===== src/rtl/mips_pkg.sv =====
`default_nettype none
// +----------------------------------------------------------------------------+
// | mips_pkg                                                                   |
// | Opcodes, ALUOp classes, instruction field positions and control bundle.    |
// | Revision: 1.0                                                              |
// +----------------------------------------------------------------------------+
package mips_pkg;

    localparam logic [5:0] OP_RTYPE = 6'b000000;
    localparam logic [5:0] OP_J     = 6'b000010;
    localparam logic [5:0] OP_BEQ   = 6'b000100;
    localparam logic [5:0] OP_BNE   = 6'b000101;
    localparam logic [5:0] OP_ADDI  = 6'b001000;
    localparam logic [5:0] OP_SLTI  = 6'b001010;
    localparam logic [5:0] OP_ANDI  = 6'b001100;
    localparam logic [5:0] OP_ORI   = 6'b001101;
    localparam logic [5:0] OP_XORI  = 6'b001110;
    localparam logic [5:0] OP_LUI   = 6'b001111;
    localparam logic [5:0] OP_LW    = 6'b100011;
    localparam logic [5:0] OP_SW    = 6'b101011;

    localparam logic [1:0] ALUOP_ADD    = 2'b00;
    localparam logic [1:0] ALUOP_BRANCH = 2'b01;
    localparam logic [1:0] ALUOP_RTYPE  = 2'b10;
    localparam logic [1:0] ALUOP_IMM    = 2'b11;

    localparam int OPCODE_MSB = 31;
    localparam int OPCODE_LSB = 26;
    localparam int RS_MSB     = 25;
    localparam int RS_LSB     = 21;
    localparam int RT_MSB     = 20;
    localparam int RT_LSB     = 16;
    localparam int RD_MSB     = 15;
    localparam int RD_LSB     = 11;
    localparam int SHAMT_MSB  = 10;
    localparam int SHAMT_LSB  = 6;
    localparam int FUNCT_MSB  = 5;
    localparam int FUNCT_LSB  = 0;
    localparam int IMM_MSB    = 15;
    localparam int IMM_LSB    = 0;

    typedef struct packed {
        logic       reg_dst;
        logic       alu_src;
        logic       mem_read;
        logic       mem_write;
        logic       mem_to_reg;
        logic       reg_write;
        logic       branch;
        logic       branch_ne;
        logic       jump;
        logic [1:0] alu_op;
    } ctrl_t;

    localparam ctrl_t CTRL_NOP = '0;

endpackage
`default_nettype wire


===== src/rtl/id_ex_stage_if.sv =====
`default_nettype none
// +----------------------------------------------------------------------------+
// | id_ex_stage_if                                                             |
// | IF/ID-side inputs and ID/EX-side outputs of the decode stage.              |
// | Revision: 1.0                                                              |
// +----------------------------------------------------------------------------+
interface id_ex_stage_if #(
    parameter int LEN      = 32,
    parameter int NB_ADDR  = 5,
    parameter int NB_ALUOP = 2
);
    logic                i_enable;
    logic                i_flush;
    logic [LEN-1:0]      i_instruction;
    logic                o_stall;
    logic [NB_ADDR-1:0]  o_rs;
    logic [NB_ADDR-1:0]  o_rt;
    logic [NB_ADDR-1:0]  o_rd;
    logic [LEN-1:0]      o_imm_ext;
    logic [4:0]          o_shamt;
    logic [5:0]          o_funct;
    logic [5:0]          o_opcode;
    logic                o_RegDst;
    logic                o_ALUSrc;
    logic                o_MemRead;
    logic                o_MemWrite;
    logic                o_MemtoReg;
    logic                o_RegWrite;
    logic                o_Branch;
    logic                o_BranchNE;
    logic                o_Jump;
    logic [NB_ALUOP-1:0] o_ALUOp;

    modport master (
        output i_enable, i_flush, i_instruction,
        input  o_stall, o_rs, o_rt, o_rd, o_imm_ext, o_shamt, o_funct, o_opcode,
               o_RegDst, o_ALUSrc, o_MemRead, o_MemWrite, o_MemtoReg, o_RegWrite,
               o_Branch, o_BranchNE, o_Jump, o_ALUOp
    );

    modport slave (
        input  i_enable, i_flush, i_instruction,
        output o_stall, o_rs, o_rt, o_rd, o_imm_ext, o_shamt, o_funct, o_opcode,
               o_RegDst, o_ALUSrc, o_MemRead, o_MemWrite, o_MemtoReg, o_RegWrite,
               o_Branch, o_BranchNE, o_Jump, o_ALUOp
    );
endinterface
`default_nettype wire


===== src/rtl/id_ex_stage_control_unit.sv =====
`default_nettype none
// +----------------------------------------------------------------------------+
// | id_ex_stage_control_unit                                                   |
// | Combinational opcode-to-control decoder and immediate extender.            |
// | Revision: 1.0                                                              |
// +----------------------------------------------------------------------------+
module id_ex_stage_control_unit
    import mips_pkg::*;
#(
    parameter int LEN = 32
) (
    input  wire logic [5:0]     opcode,
    input  wire logic [15:0]    imm,
    output ctrl_t               ctrl,
    output logic [LEN-1:0]      imm_ext
);

    always_comb begin
        ctrl = CTRL_NOP;
        case (opcode)
            OP_RTYPE: begin
                ctrl.reg_dst   = 1'b1;
                ctrl.reg_write = 1'b1;
                ctrl.alu_op    = ALUOP_RTYPE;
            end
            OP_LW: begin
                ctrl.alu_src    = 1'b1;
                ctrl.mem_read   = 1'b1;
                ctrl.mem_to_reg = 1'b1;
                ctrl.reg_write  = 1'b1;
                ctrl.alu_op     = ALUOP_ADD;
            end
            OP_SW: begin
                ctrl.alu_src   = 1'b1;
                ctrl.mem_write = 1'b1;
                ctrl.alu_op    = ALUOP_ADD;
            end
            OP_BEQ: begin
                ctrl.branch = 1'b1;
                ctrl.alu_op = ALUOP_BRANCH;
            end
            OP_BNE: begin
                ctrl.branch_ne = 1'b1;
                ctrl.alu_op    = ALUOP_BRANCH;
            end
            // EX picks the actual operation from the registered opcode
            OP_ADDI, OP_SLTI, OP_ANDI, OP_ORI, OP_XORI, OP_LUI: begin
                ctrl.alu_src   = 1'b1;
                ctrl.reg_write = 1'b1;
                ctrl.alu_op    = ALUOP_IMM;
            end
            OP_J: begin
                ctrl.jump = 1'b1;
            end
            default: ctrl = CTRL_NOP;
        endcase
    end

    always_comb begin
        case (opcode)
            OP_ANDI, OP_ORI, OP_XORI: imm_ext = {{(LEN-16){1'b0}}, imm};
            OP_LUI:                   imm_ext = {imm, {(LEN-16){1'b0}}};
            default:                  imm_ext = {{(LEN-16){imm[15]}}, imm};
        endcase
    end

endmodule
`default_nettype wire


===== src/rtl/id_ex_stage.sv =====
`default_nettype none
// +----------------------------------------------------------------------------+
// | id_ex_stage                                                                |
// | Decode stage: ID/EX registers, load-use hazard detection, bubble insert.   |
// | Revision: 1.0                                                              |
// +----------------------------------------------------------------------------+
module id_ex_stage
    import mips_pkg::*;
#(
    parameter int LEN      = 32,
    parameter int NB_ADDR  = 5,
    parameter int NB_ALUOP = 2
) (
    input  wire logic     i_clk,
    input  wire logic     i_rst,
    id_ex_stage_if.slave  bus
);

    logic [LEN-1:0]     instr;
    logic [NB_ADDR-1:0] dec_rs;
    logic [NB_ADDR-1:0] dec_rt;
    logic [NB_ADDR-1:0] dec_rd;
    ctrl_t              dec_ctrl;
    logic [LEN-1:0]     dec_imm;
    logic               stall;

    ctrl_t              ex_ctrl;
    logic [NB_ADDR-1:0] ex_rs;
    logic [NB_ADDR-1:0] ex_rt;
    logic [NB_ADDR-1:0] ex_rd;
    logic [LEN-1:0]     ex_imm;
    logic [4:0]         ex_shamt;
    logic [5:0]         ex_funct;
    logic [5:0]         ex_opcode;

    assign instr  = bus.i_instruction;
    assign dec_rs = NB_ADDR'(instr[RS_MSB:RS_LSB]);
    assign dec_rt = NB_ADDR'(instr[RT_MSB:RT_LSB]);
    assign dec_rd = NB_ADDR'(instr[RD_MSB:RD_LSB]);

    id_ex_stage_control_unit #(
        .LEN (LEN)
    ) u_control_unit (
        .opcode  (instr[OPCODE_MSB:OPCODE_LSB]),
        .imm     (instr[IMM_MSB:IMM_LSB]),
        .ctrl    (dec_ctrl),
        .imm_ext (dec_imm)
    );

    // rt is compared for every opcode, even ones that never read it
    assign stall = bus.i_enable & ex_ctrl.mem_read & (ex_rt != '0) &
                   ((ex_rt == dec_rs) | (ex_rt == dec_rt));

    always_ff @(posedge i_clk) begin
        if (i_rst) begin
            ex_ctrl   <= CTRL_NOP;
            ex_rs     <= '0;
            ex_rt     <= '0;
            ex_rd     <= '0;
            ex_imm    <= '0;
            ex_shamt  <= '0;
            ex_funct  <= '0;
            ex_opcode <= '0;
        end else if (bus.i_enable) begin
            ex_ctrl   <= (bus.i_flush | stall) ? CTRL_NOP : dec_ctrl;
            ex_rs     <= dec_rs;
            ex_rt     <= dec_rt;
            ex_rd     <= dec_rd;
            ex_imm    <= dec_imm;
            ex_shamt  <= instr[SHAMT_MSB:SHAMT_LSB];
            ex_funct  <= instr[FUNCT_MSB:FUNCT_LSB];
            ex_opcode <= instr[OPCODE_MSB:OPCODE_LSB];
        end
    end

    assign bus.o_stall    = stall;
    assign bus.o_rs       = ex_rs;
    assign bus.o_rt       = ex_rt;
    assign bus.o_rd       = ex_rd;
    assign bus.o_imm_ext  = ex_imm;
    assign bus.o_shamt    = ex_shamt;
    assign bus.o_funct    = ex_funct;
    assign bus.o_opcode   = ex_opcode;
    assign bus.o_RegDst   = ex_ctrl.reg_dst;
    assign bus.o_ALUSrc   = ex_ctrl.alu_src;
    assign bus.o_MemRead  = ex_ctrl.mem_read;
    assign bus.o_MemWrite = ex_ctrl.mem_write;
    assign bus.o_MemtoReg = ex_ctrl.mem_to_reg;
    assign bus.o_RegWrite = ex_ctrl.reg_write;
    assign bus.o_Branch   = ex_ctrl.branch;
    assign bus.o_BranchNE = ex_ctrl.branch_ne;
    assign bus.o_Jump     = ex_ctrl.jump;
    assign bus.o_ALUOp    = NB_ALUOP'(ex_ctrl.alu_op);

endmodule
`default_nettype wire


===== src/flat_wrapper.sv =====
// flat-port wrapper written by rule: the top's interface ports become plain ports
module id_ex_stage_flat import mips_pkg::*;
#(
    parameter int LEN      = 32,
    parameter int NB_ADDR  = 5,
    parameter int NB_ALUOP = 2
)
  (i_clk, i_rst, bus_i_enable, bus_i_flush, bus_i_instruction, bus_o_stall, bus_o_rs, bus_o_rt, bus_o_rd, bus_o_imm_ext, bus_o_shamt, bus_o_funct, bus_o_opcode, bus_o_RegDst, bus_o_ALUSrc, bus_o_MemRead, bus_o_MemWrite, bus_o_MemtoReg, bus_o_RegWrite, bus_o_Branch, bus_o_BranchNE, bus_o_Jump, bus_o_ALUOp);
  id_ex_stage_if #(.LEN(LEN), .NB_ADDR(NB_ADDR), .NB_ALUOP(NB_ALUOP)) bus_i ();
  input  wire logic i_clk;
  input  wire logic i_rst;
  input wire logic [$bits(bus_i.i_enable)-1:0] bus_i_enable;
  input wire logic [$bits(bus_i.i_flush)-1:0] bus_i_flush;
  input wire logic [$bits(bus_i.i_instruction)-1:0] bus_i_instruction;
  output wire logic [$bits(bus_i.o_stall)-1:0] bus_o_stall;
  output wire logic [$bits(bus_i.o_rs)-1:0] bus_o_rs;
  output wire logic [$bits(bus_i.o_rt)-1:0] bus_o_rt;
  output wire logic [$bits(bus_i.o_rd)-1:0] bus_o_rd;
  output wire logic [$bits(bus_i.o_imm_ext)-1:0] bus_o_imm_ext;
  output wire logic [$bits(bus_i.o_shamt)-1:0] bus_o_shamt;
  output wire logic [$bits(bus_i.o_funct)-1:0] bus_o_funct;
  output wire logic [$bits(bus_i.o_opcode)-1:0] bus_o_opcode;
  output wire logic [$bits(bus_i.o_RegDst)-1:0] bus_o_RegDst;
  output wire logic [$bits(bus_i.o_ALUSrc)-1:0] bus_o_ALUSrc;
  output wire logic [$bits(bus_i.o_MemRead)-1:0] bus_o_MemRead;
  output wire logic [$bits(bus_i.o_MemWrite)-1:0] bus_o_MemWrite;
  output wire logic [$bits(bus_i.o_MemtoReg)-1:0] bus_o_MemtoReg;
  output wire logic [$bits(bus_i.o_RegWrite)-1:0] bus_o_RegWrite;
  output wire logic [$bits(bus_i.o_Branch)-1:0] bus_o_Branch;
  output wire logic [$bits(bus_i.o_BranchNE)-1:0] bus_o_BranchNE;
  output wire logic [$bits(bus_i.o_Jump)-1:0] bus_o_Jump;
  output wire logic [$bits(bus_i.o_ALUOp)-1:0] bus_o_ALUOp;
  assign bus_i.i_enable = bus_i_enable;
  assign bus_i.i_flush = bus_i_flush;
  assign bus_i.i_instruction = bus_i_instruction;
  assign bus_o_stall = bus_i.o_stall;
  assign bus_o_rs = bus_i.o_rs;
  assign bus_o_rt = bus_i.o_rt;
  assign bus_o_rd = bus_i.o_rd;
  assign bus_o_imm_ext = bus_i.o_imm_ext;
  assign bus_o_shamt = bus_i.o_shamt;
  assign bus_o_funct = bus_i.o_funct;
  assign bus_o_opcode = bus_i.o_opcode;
  assign bus_o_RegDst = bus_i.o_RegDst;
  assign bus_o_ALUSrc = bus_i.o_ALUSrc;
  assign bus_o_MemRead = bus_i.o_MemRead;
  assign bus_o_MemWrite = bus_i.o_MemWrite;
  assign bus_o_MemtoReg = bus_i.o_MemtoReg;
  assign bus_o_RegWrite = bus_i.o_RegWrite;
  assign bus_o_Branch = bus_i.o_Branch;
  assign bus_o_BranchNE = bus_i.o_BranchNE;
  assign bus_o_Jump = bus_i.o_Jump;
  assign bus_o_ALUOp = bus_i.o_ALUOp;
  id_ex_stage #(.LEN(LEN), .NB_ADDR(NB_ADDR), .NB_ALUOP(NB_ALUOP)) u_core (.i_clk(i_clk), .i_rst(i_rst), .bus(bus_i));
endmodule

===== config.mk =====
export PLATFORM = sky130hd
export DESIGN_NAME = id_ex_stage_flat
export DESIGN_NICKNAME = d
export VERILOG_FILES = /design/src/rtl/mips_pkg.sv /design/src/rtl/id_ex_stage_if.sv /design/src/rtl/id_ex_stage_control_unit.sv /design/src/rtl/id_ex_stage.sv /design/src/flat_wrapper.sv
export SDC_FILE = /design/constraint.sdc
export NUM_CORES = 1
export LEC_CHECK = 0
export ABC_CLOCK_PERIOD_IN_PS = 1800
export BUFFER_PORTS_ARGS = -buffer_cell sky130_fd_sc_hd__buf_2
export CAP_MARGIN = 10
export CORE_ASPECT_RATIO = 0.8
export CORE_MARGIN = 2
export CORE_UTILIZATION = 49
export CTS_CLUSTER_DIAMETER = 50
export DETAILED_ROUTE_END_ITERATION = 8
export PLACE_DENSITY = 0.92
export SLEW_MARGIN = 20
export SYNTH_ARGS = -nofsm -noshare
export SYNTH_HDL_FRONTEND = slang
export SYNTH_SLANG_ARGS = --single-unit

===== constraint.sdc =====
create_clock -name i_clk -period 1.8 [get_ports i_clk]
set_input_delay 0.27 -clock i_clk [delete_from_list [all_inputs] [get_ports i_clk]]
set_output_delay 0.27 -clock i_clk [all_outputs]
set_load 0.02 [all_outputs]

=== Yosys cells after proc, flatten, opt, wreduce, memory -nomap -nowiden ===
Cells that the tools add are included.

* Register bits after elaboration: 75
* Bits of input ports: 36
* Word-level logic and storage cells: 53

* Eq/ne operators: 13
* Mux-type cells: 11
* Bitwise gates (word level): 5
* Reductions and logical operators: 7

{| class="wikitable"
|+ Operator list
! cell !! number
|-
| $pmux 32 s2 || 1
|-
| $eq 6x4->1 const B || 6
|-
| $reduce_or 8->1 || 2
|-
| $eq 6x3->1 const B || 2
|-
| $eq 6x6->1 const B || 2
|-
| $mux 11 || 1
|-
| $eq 5x5->1 || 2
|-
| $mux 1 || 8
|-
| $eq 6x2->1 const B || 1
|-
| $logic_not 6->1 || 1
|-
| $pmux 2 s3 || 1
|-
| $reduce_or 6->1 || 1
|-
| $reduce_bool 5->1 || 1
|-
| $and 1x1->1 || 3
|-
| $reduce_or 3->1 || 1
|-
| $or 1x1->1 || 2
|-
| $reduce_or 2->1 || 1
|}

=== Depth between registers and ports, before layout ===
Gate-level depths: netlist of the first run.

* Depth in word-level cells: 5
* Mapped depth: 7
* Depth with buffers taken out: 5

=== Hierarchy ===
A second synthesis of the first run with hierarchy kept.

* Cells, all modules: 346
* Area total of the unflattened synthesis: 3342.0 µm²

{| class="wikitable"
|+ By module, submodules not included
! module !! instances !! cells each !! area each (µm²) !! sequential area each (µm²)
|-
| id_ex_stage || 1 || 276 || 2847.7 || 1501.4
|-
| id_ex_stage_control_unit || 1 || 70 || 494.2 || 0.0
|}

=== Worst setup path after synthesis of the first run ===
OpenSTA, ideal clock, no wires.

* Path type: register to register
* Start point: register u_core.ex_rt[0] (netlist: u_core.bus.o_rt[0])
* End point: register u_core.ex_ctrl (netlist bit u_core.bus.o_MemWrite)
* Setup time: 0.097 ns
* Data arrival time: 1.588 ns
* Slack: 0.115 ns
* Cell stages (with the launch flop): 6
* Path buffers: 1
* Period minus slack after synthesis: 1.685 ns
* Cell sequence: dfxtp_1 or4_4 o211ai_2 a21oi_2 buf_6 o41ai_4

* Longest elaborated chain between the ends: 5

{| class="wikitable"
|+ RTL lines
! what !! line !! RTL
|-
| from (decl) || id_ex_stage.sv:29 || <nowiki>logic [NB_ADDR-1:0] ex_rt;</nowiki>
|-
| from (signal assigned) || id_ex_stage.sv:67 || <nowiki>ex_rt <= dec_rt;</nowiki>
|-
| $eq 5x5->1 / $reduce_bool 5->1 (equally long branches) || id_ex_stage.sv:52, id_ex_stage.sv:51 ||
|-
| $or 1x1->1 / $and 1x1->1 (equally long branches) || id_ex_stage.sv:52, id_ex_stage.sv:51 ||
|-
| $and 1x1->1 * || id_ex_stage.sv:51 || <nowiki>assign stall = bus.i_enable & ex_ctrl.mem_read & (ex_rt != '0) &</nowiki>
|-
| via bus_o_stall || flat_wrapper.sv:15 || <nowiki>output wire logic [$bits(bus_i.o_stall)-1:0] bus_o_stall;</nowiki>
|-
| $or 1x1->1 * || id_ex_stage.sv:65 || <nowiki>ex_ctrl <= (bus.i_flush | stall) ? CTRL_NOP : dec_ctrl;</nowiki>
|-
| $mux 11 * || id_ex_stage.sv:65 ||
|-
| to (signal assigned) || id_ex_stage.sv:65 ||
|-
| to (decl) || id_ex_stage.sv:27 || <nowiki>ctrl_t ex_ctrl;</nowiki>
|}

The timed path passes the listed nets; every way through them passes the cells marked *.
A chain may end at the register's enable or synchronous reset.

=== Final worst setup path of the first run ===
* Start point: register u_core.ex_rt[0] (netlist: u_core.bus.o_rt[0])
* End point: output bus_o_stall

* Longest elaborated chain between the ends: 3

{| class="wikitable"
|+ RTL lines
! what !! line
|-
| $eq 5x5->1 / $reduce_bool 5->1 (equally long branches) || id_ex_stage.sv:52, id_ex_stage.sv:51
|-
| $or 1x1->1 / $and 1x1->1 (equally long branches) || id_ex_stage.sv:52, id_ex_stage.sv:51
|-
| $and 1x1->1 * || id_ex_stage.sv:51
|-
| to (decl) || flat_wrapper.sv:15
|}

Every way passes the cells marked *; elsewhere a longest branch is shown, timed or not.

==> summary.txt, run 1 <==
Clocking
  – Clock latency on the worst-skew pair: 0.33 ns
  – Clock buffer depth: 2
  – CTS tree: built
  – Hold-fix buffers, CTS: 0
  – TritonCTS Buffers: 9
  – CTS root buf: clkbuf_8
  – Clock-pin slew of the registers on the worst-case setup and hold paths: 0.07 ns
  – Sink Count: 74
  – H-Tree Depth: 3

Critical path
  – Worst EP arrival: 1.63 ns
  – Critical path's slowest cell: or4_4
  – Critical Path Sink Type: output pin
  – CP Cell Sequence: or4_4 -> o211ai_4 -> a21oi_4 -> buf_6
  – Crit path kind: register to output pin
  – Crit path max fanout: 3
  – CP max stage delay: 0.55 ns
  – Req. time, crit path: 1.53 ns
  – R2R setup slack: 0.06 ns
  – CP Launch Type: register

STA
  – Final hold slack: 0.201 ns
  – Worst Clk Skew: 0.00476 ns
  – Worst slew margin: 54.3%
  – Minimum clock period: 1.90 ns
  – Slew @ Worst Pin: 0.684 ns
  – Fmax: 0.527 GHz
  – Final-report hold violation count: 0
  – Period utilization: 105%
  – Setup Viol. Count Final: 1
  – Slew Limit Fails: 0
  – RSZ-0062 raised after global routing: yes
  – Final worst setup slack: -0.0971 ns

GRT
  – All-Layer GR Usage: 21.6%
  – Aggregate global routing overflow: 0
  – Initial antenna violation count: 0
  – First-pass GRT wire length: 11700 um
  – Vias in the first global route: 2488
  – Pin count of the biggest net entering global routing: 65

Detailed routing
  – Total vias in the final route: 2675
  – Drt drc: 0
  – TritonRoute pass-1 iters: 4
  – Detail Route Antenna Nets: 0
  – Drt initial violations: 110
  – Post-Route WL: 7200 um
  – Routed vias/inst: 5.12
  – WL/cell: 13.8 um

Placed design
  – Pre-CTS setup slack: 0.173 ns
  – # port buffers: 111
  – RD Place Congestion: 0.810
  – Placed Cells incl. Taps: 503
  – Hpwl dp: 4990 um

Logic synthesis
  – Syn. warnings: 0
  – FF+latch count, synth: 74
  – Sequential area share after synthesis: 49.2%
  – Mapped Area: 3010 um^2
  – Synth Instances: 329
  – Synth cell types: 32
  – Mapped Nets: 365
  – Syn_area_per_cell: 9.15 um^2

Floorplanning
  – Die area: 6790 um^2
  – Starting Density: 50.9%
  – # IOs: 112
  – Die Y: 74.1 um
  – Cell row count: 25
  – Die width: 91.6 um
  – Core area: 5910 um^2

Layout
  – Commonest non-fill, non-tap cell in the layout: buf_2
  – Layout cells sized above 1: 33.3%
  – Area grow syn2layout: 29.8%
  – Nets: 472
  – Most frequent cells in the layout: buf_2, dfxtp_1, nor2_1
  – Number of diodes: 0
  – Final non-filler cell total: 522
  – # fillers: 506

Status
  – Status: finished, violations left
  – Failing checks: negative setup slack

Power
  – Peak VDD IR: 587 uV
  – Pwr dens: 949 nW/um^2
  – Pwr Total: 0.00370 W
  – Leak: 1.83 nW

Flow run
  – Max Cap Viol: 0

Min path
  – Hold WC Path Type: input port to register
timing repair:
action                                  4_1_cts  5_1_grt
gates resized for setup                       7        3
endpoints found under the setup margin        1        3
setup buffers                                 3        0
cloned                                        0        0
endpoints found under the hold margin         0        0
pin swaps                                     2        5
synth_stat cells, drive strengths merged:
library cell	number	area, um^2
mux2i	32	320
nand4	3	18.8
xnor2	4	35.0
o21ai	9	45.0
o31ai	1	7.51
o211ai	1	12.5
nand2	13	48.8
nor2	39	149
inv	2	7.51
buf	14	71.3
a31oi	15	93.8
o21bai	1	7.51
or2	1	6.26
nand2b	18	113
xor2	6	52.6
clkbuf	11	41.3
nand3	23	115
nor2b	18	113
or4	1	11.3
o41ai	2	36.3
dfxtp	74	1480
or3	2	12.5
nand4b	1	8.76
nor3b	1	12.5
nor3	2	10.0
a21oi	35	179
stage by stage:
stage | util, % | setup TNS, ns | instance area (um^2)
after global placement | 61.0 | 0 | 3610
final | 66.1 | -0.0971 | 3910
after detailed placement | 61.0 | 0 | 3610
after global routing | 66.1 | -0.149 | 3910
after CTS | 65.7 | -0.132 | 3880
after floorplan | - | 0 | 3010
where the power goes:
part | switching [W] | leakage, nW | internal [W] | total [W]
combinational | 0.000326 | 1.11 | 0.000204 | 0.000531
sequential | 0.0000455 | 0.610 | 0.00172 | 0.00177
clock | 0.000593 | 0.109 | 0.000814 | 0.00141
kinds of logic after synthesis:
group	synth area share (%)
xor+xnor	2.91
buf+inv	3.99
compound gates	12.7
flops	49.2
simple gates	20.5
mux	10.6
state kept, by name, indices dropped and copies added (netlist names):
name                   cells
u_core.bus.o_imm_ext      32
u_core.bus.o_funct         6
u_core.bus.o_opcode        6
u_core.bus.o_rd            5
u_core.bus.o_rs            5
u_core.bus.o_rt            5
u_core.bus.o_shamt         5
u_core.bus.o_ALUOp         2
u_core.bus.o_ALUSrc        1
u_core.bus.o_Branch        1
u_core.bus.o_BranchNE      1
u_core.bus.o_Jump          1
u_core.bus.o_MemWrite      1
u_core.bus.o_MemtoReg      1
u_core.bus.o_RegDst        1
u_core.bus.o_RegWrite      1
final timing paths:
path,end,start,cells after the start
max reg2reg,u_core.bus.o_ALUOp[1],u_core.bus.o_rt[0],5
min reg2reg,u_core.bus.o_ALUSrc,u_core.bus.o_ALUSrc,2
min,u_core.bus.o_rs[1],bus_i_instruction[22],3
max,bus_o_stall,u_core.bus.o_rt[0],4
routing by layer:
metal	GRT usage, %	vias up	share of wire, %
li1	-	1344	-
met1	27.9	1234	46
met2	34.6	92	46
met3	6.79	5	7.2
met4	8.08	0	0.83
met5	0	-	0
final cells by class:
cell class | count | area (um^2) | share of cell area [%]
inverter | 2 | 7.51 | 0.192
clock inverter | 5 | 77.6 | 1.99
sequential | 74 | 1490 | 38.1
timing repair buffer | 121 | 652 | 16.7
tap | 81 | 101 | 2.60
multi-input combinational | 228 | 1440 | 36.8
clock buffer | 11 | 141 | 3.62
critical path, delay by kind of cell (launching register included):
family,cells,cell delay [ns]
AOI/OAI and AO/OA,2,0.25
and+or+nand+nor,1,0.55
DFF,1,0.36
buffers and inverters,1,0.13
(Power assumes the default switching activity.)
==> inputs of run 2 (changes only) <==
- CORE_UTILIZATION: 49 -> 30
- CTS_BUF_LIST: unset -> sky130_fd_sc_hd__clkbuf_16
- PLACE_DENSITY: 0.92 -> 0.65
==> run 2 against run 1 <==
Compared with the run above:
- the flow still finishes with violations (negative setup slack)
- die area grew 60%
- hold slack gained 0.011 ns
- register-to-register slack gained 0.09 ns
- setup slack gained 0.076 ns
- clock skew shrank 0.0015 ns
- combinational power grew 2%
- critical path type unchanged
- largest power group is now clock
- highest routed layer unchanged
==> summary.txt, run 2 (synthesis results as in run 1) <==
Detailed routing
  – Total vias in the final route: 2687 (+0.45%)
  – Routed vias/inst: 4.63 (-9.6%)
  – TritonRoute pass-1 iters: 4 (unchanged)
  – Drt drc: 0 (unchanged)
  – Drt initial violations: 53 (-52%)
  – Post-Route WL: 7880 um (+9.4%)
  – Detail Route Antenna Nets: 0 (unchanged)
  – WL/cell: 13.6 um (-1.5%)

Placed design
  – # port buffers: 111 (unchanged)
  – Hpwl dp: 5630 um (+13%)
  – Pre-CTS setup slack: 0.119 ns (-0.0544 ns)
  – RD Place Congestion: 0.811 (+0.11%)

Power
  – Pwr dens: 1050 nW/um^2 (+11%)
  – Leak: 1.91 nW (+4.2%)
  – Pwr Total: 0.00431 W (+16%)
  – Peak VDD IR: 847 uV (+44%)

Critical path
  – Critical path's slowest cell: dfxtp_2
  – Critical Path Most Common Cell: buf_6
  – CP Cell Sequence: buf_6 -> xor2_2 -> nor3_2 -> nand3_1 -> a21oi_2 -> buf_6
  – CP Launch Type: register
  – CP max stage delay: 0.32 ns (-0.23 ns)
  – Crit path kind: register to output pin
  – Worst EP arrival: 1.55 ns (-0.08 ns)
  – Critical Path Sink Type: output pin
  – Buffers & Inverters on Critical Path: 2 (+1)
  – Req. time, crit path: 1.53 ns (about the same)
  – Crit path max fanout: 3 (unchanged)
  – Cell family with most CP delay: flip-flops

GRT
  – Vias in the first global route: 2628 (+5.6%)
  – First-pass GRT wire length: 12700 um (+8.8%)
  – Initial antenna violation count: 0 (unchanged)
  – Pin count of the biggest net entering global routing: 51 (-22%)
  – All-Layer GR Usage: 15.2% (-6.5 points)
  – Aggregate global routing overflow: 0 (unchanged)

Floorplanning
  – Cell row count: 32 (+28%)
  – # IOs: 112 (unchanged)
  – Starting Density: 31.1% (-20 points)
  – Die area: 10900 um^2 (+60%)
  – Core area: 9690 um^2 (+64%)
  – Die Y: 93.6 um (+26%)
  – Die width: 116 um (+27%)

STA
  – Worst Clk Skew: 0.00329 ns (-0.00147 ns)
  – Final-report hold violation count: 0 (unchanged)
  – Slew @ Worst Pin: 0.598 ns (-0.0861 ns)
  – RSZ-0062 raised after global routing: yes
  – Fmax: 0.549 GHz (+4.2%)
  – Final worst setup slack: -0.0211 ns (+0.0760 ns)
  – Worst slew margin: 60.0% (+5.7 points)
  – Setup Viol. Count Final: 1 (unchanged)
  – Setup TNS: -0.0211 ns (+0.0760 ns)
  – Slew Limit Fails: 0 (unchanged)
  – Period utilization: 101% (-4.2 points)
  – Minimum clock period: 1.82 ns (-0.0760 ns)

Clocking
  – Clock-pin slew of the registers on the worst-case setup and hold paths: 0.06 ns (about the same)
  – CTS tree: built
  – CTS root buf: clkbuf_16
  – TritonCTS Buffers: 9 (unchanged)
  – H-Tree Depth: 3 (unchanged)
  – Clock buffer depth: 2 (unchanged)
  – Clock latency on the worst-skew pair: 0.33 ns (about the same)
  – Sink Count: 74 (unchanged)
  – Hold-fix buffers, CTS: 0 (unchanged)

Layout
  – Most frequent cells in the layout: buf_2, dfxtp_1, nor2_1
  – Nets: 475 (+0.64%)
  – Fin util: 42.3% (-24 points)
  – Layout cells sized above 1: 33.6% (+0.23 points)
  – Commonest non-fill, non-tap cell in the layout: buf_2
  – Max reg flops: 32 (unchanged)
  – Number of diodes: 0 (unchanged)
  – Area grow syn2layout: 36.2%

Status
  – Failing checks: negative setup slack
  – Status: finished, violations left

Flow run
  – Max Cap Viol: 0 (unchanged)

Min path
  – Hold WC Path Type: input port to register
## run 2: cell type report
cell class,count,area [um^2]
flip-flops and latches,74,1480
clock buffers,9,225
repair buffers,124,678
inverters,2,7.51
fillers,1002,5590
well taps,136,170
multi-input cells,228,1430
clock inverters,7,108
## run 2: metrics by stage
stage / std cells / hold WS, ns / cell area [um^2]
2_1_floorplan: 329 / 0.372 / 3010
3_3_place_gp: 563 / 0.444 / 3730
3_5_place_dp: 563 / 0.445 / 3730
4_1_cts: 580 / 0.193 / 4090
5_1_grt: 580 / 0.217 / 4100
6_report: 580 / 0.211 / 4100
## run 2: worst paths after layout
path	start	to	depth (start not counted)	slack [ns]
setup / recovery	u_core.bus.o_rt[1]	bus_o_stall	6	-0.02
hold / removal	bus_i_instruction[20]	u_core.bus.o_rt[4]	3	0.21
setup reg to reg	u_core.bus.o_rt[0]	u_core.bus.o_ALUOp[1]	5	0.15
hold reg to reg	u_core.bus.o_RegWrite	u_core.bus.o_RegWrite	2	0.46
## run 2: power breakdown
part	leakage (nW)	switching (W)	internal [W]
combinational	1.13	0.000330	0.000210
sequential	0.609	0.0000428	0.00172
clock	0.164	0.000663	0.00134
total	1.91	0.00104	0.00327
## run 2: timing repair
item	in CTS	in global routing
pin swaps	4	1
buffers inserted	1	0
setup endpoints to repair	1	2
endpoints found under the hold margin	0	0
gates resized for setup	6	1
## run 2: layer usage
layer,part of all wire (%),GRT usage (%)
met3,5.8,5.38
met4,0.99,4.46
met5,0,0
met2,44,23.6
met1,49,19.7
## run 2: worst register-to-register path, delay by kind of cell (launching register included)
kind,cells,cell delay (ns)
AOI/OAI and AO/OA,3,0.54
and+or+nand+nor,1,0.53
DFF,1,0.31
buffers and inverters,1,0.18
==> inputs of run 3 (changes only) <==
- CTS_BUF_LIST: sky130_fd_sc_hd__clkbuf_16 -> unset
==> run 3 against run 2 <==
Compared with the run above:
- the flow still finishes with violations (negative setup slack)
- clock power increased by 4%
- flip-flop and latch count did not move
- clock-buffer cell count rose by 2
- clock skew down 0.00061 ns
- sequential power is essentially flat
- final cell count is the same
- global-route usage did not move
- wire length grew 0.11%
- setup slack about the same
- critical path depth unchanged
- first-iteration DRC count grew 1.9%
- critical path type unchanged
- largest cell class unchanged
==> summary.txt, run 3 (synthesis results as in run 1) <==
Critical path
  – CP max stage delay: 0.32 ns (about the same)
  – Worst EP arrival: 1.55 ns (about the same)
  – CP Cell Sequence: buf_6 -> xor2_2 -> nor3_2 -> nand3_1 -> a21oi_2 -> buf_6
  – Crit path kind: register to output pin
  – Cell family with most CP delay: flip-flops
  – Req. time, crit path: 1.53 ns (about the same)
  – CP Launch Type: register
  – Crit path max fanout: 3 (unchanged)
  – Critical Path Sink Type: output pin
  – Critical path's slowest cell: dfxtp_2
  – Buffers & Inverters on Critical Path: 2 (unchanged)
  – Critical Path Most Common Cell: buf_6

STA
  – Fmax: 0.549 GHz (about the same)
  – Slew Limit Fails: 0 (unchanged)
  – Worst slew margin: 60.0% (about the same)
  – Final worst setup slack: -0.0212 ns (-0.0000524 ns)
  – Setup Viol. Count Final: 1 (unchanged)
  – Slew @ Worst Pin: 0.598 ns (-0.000403 ns)
  – RSZ-0062 raised after global routing: yes
  – Period utilization: 101% (about the same)
  – Minimum clock period: 1.82 ns (+0.0000524 ns)
  – Final hold slack: 0.211 ns (-0.0000520 ns)
  – Final-report hold violation count: 0 (unchanged)
  – Worst Clk Skew: 0.00268 ns (-0.000613 ns)

Placed design
  – Hpwl dp: 5630 um (unchanged)
  – RD Place Congestion: 0.811 (unchanged)
  – Area after DPL: 3730 um^2 (unchanged)
  – # port buffers: 111 (unchanged)

GRT
  – Aggregate global routing overflow: 0 (unchanged)
  – Vias in the first global route: 2626 (-0.076%)
  – Initial antenna violation count: 0 (unchanged)
  – All-Layer GR Usage: 15.2% (unchanged)
  – First-pass GRT wire length: 12700 um (about the same)
  – Pin count of the biggest net entering global routing: 51 (unchanged)

Clocking
  – H-Tree Depth: 3 (unchanged)
  – Sink Count: 74 (unchanged)
  – CTS root buf: clkbuf_16
  – TritonCTS Buffers: 9 (unchanged)
  – Clock-pin slew of the registers on the worst-case setup and hold paths: 0.06 ns (about the same)
  – Hold-fix buffers, CTS: 0 (unchanged)
  – Clock buffer depth: 2 (unchanged)
  – Clock latency on the worst-skew pair: 0.33 ns (about the same)
  – CTS tree: built

Floorplanning
  – Die area: 10900 um^2 (unchanged)
  – Cell row count: 32 (unchanged)
  – Die Y: 93.6 um (unchanged)
  – Core area: 9690 um^2 (unchanged)
  – Starting Density: 31.1% (unchanged)
  – # IOs: 112 (unchanged)
  – Die width: 116 um (unchanged)

Flow run
  – Max Cap Viol: 0 (unchanged)

Detailed routing
  – Detail Route Antenna Nets: 0 (unchanged)
  – Drt initial violations: 54 (+1.9%)
  – WL/cell: 13.6 um (+0.11%)
  – Routed vias/inst: 4.65 (+0.37%)
  – TritonRoute pass-1 iters: 4 (unchanged)
  – Total vias in the final route: 2697 (+0.37%)
  – Drt drc: 0 (unchanged)
  – Post-Route WL: 7890 um (+0.11%)

Power
  – Peak VDD IR: 847 uV (about the same)
  – Pwr dens: 1070 nW/um^2 (+1.6%)
  – Leak: 1.92 nW (+0.59%)

Layout
  – Layout cells sized above 1: 34.0% (+0.45 points)
  – Max reg flops: 32 (unchanged)
  – Most frequent cells in the layout: buf_2, dfxtp_1, nor2_1
  – Commonest non-fill, non-tap cell in the layout: buf_2
  – Final non-filler cell area: 4120 um^2 (+0.49%)
  – Nets: 475 (unchanged)
  – Number of diodes: 0 (unchanged)
  – # fillers: 1004 (+0.20%)
  – Area grow syn2layout: 36.9%

Min path
  – Hold WC Path Type: input port to register

Status
  – Failing checks: negative setup slack
  – Status: finished, violations left
## run 3: cell count changes in the layout (fill, tap and decap cells not counted), sizes merged
| cell | before | now |
|---|---|---|
| clkbuf | 9 | 11 |
| clkinv | 4 | 2 |
## run 3: tightest hold or removal path, cell delays in order
cell	delay (ns)
buf_2	0.10
mux2i_1	0.06
nor2_1	0.07
## run 3: layout make-up
| cell class | instances | area [um^2] | area share, % |
|---|---|---|---|
| tap | 136 | 170 | 4.13 |
| timing repair buffer | 124 | 678 | 16.5 |
| inverter | 2 | 7.51 | 0.182 |
| multi-input combinational | 228 | 1430 | 34.7 |
| clock inverter | 5 | 100 | 2.43 |
| clock buffer | 11 | 253 | 6.14 |
| sequential | 74 | 1480 | 36.0 |
## run 3: power by group
group | internal [W] | total, W | switching, W
Combinational | 0.000210 | 0.000540 | 0.000330
Clock | 0.00142 | 0.00209 | 0.000666
Sequential | 0.00172 | 0.00177 | 0.0000429
## run 3: path summary, 6_finish.rpt
kind / to / slack, ns / depth (start not counted) / start
worst min-delay path: u_core.bus.o_rt[4] / 0.21 / 3 / bus_i_instruction[20]
worst max-delay path: bus_o_stall / -0.02 / 6 / u_core.bus.o_rt[1]
worst max register to register: u_core.bus.o_ALUOp[1] / 0.15 / 5 / u_core.bus.o_rt[0]
worst min register to register: u_core.bus.o_RegWrite / 0.46 / 2 / u_core.bus.o_RegWrite
## run 3: per-layer routing
metal	up-vias	GRT usage, %	share of wire (%)
li1	1354	-	-
met3	8	5.38	6.0
met2	80	23.6	45
met5	-	0	0
met1	1255	19.7	48
met4	0	4.46	0.99
## run 3: through the flow
step           setup WS [ns]  std cells  power (W)  util, %  setup TNS [ns]
2_1_floorplan          0.115        329    0.00213        -               0
6_report             -0.0212        580    0.00440     42.5         -0.0212
3_5_place_dp           0.119        563    0.00234     38.5               0
3_3_place_gp           0.195        563    0.00233     38.5               0
4_1_cts              -0.0686        580    0.00446     42.4         -0.0686
5_1_grt               -0.125        580    0.00458     42.5          -0.125
## run 3: timing repair
| item | in CTS | in global routing |
|---|---|---|
| pin swaps | 4 | 1 |
| gates resized for setup | 6 | 1 |
| setup buffers | 1 | 0 |
| endpoints found under the setup margin | 1 | 2 |
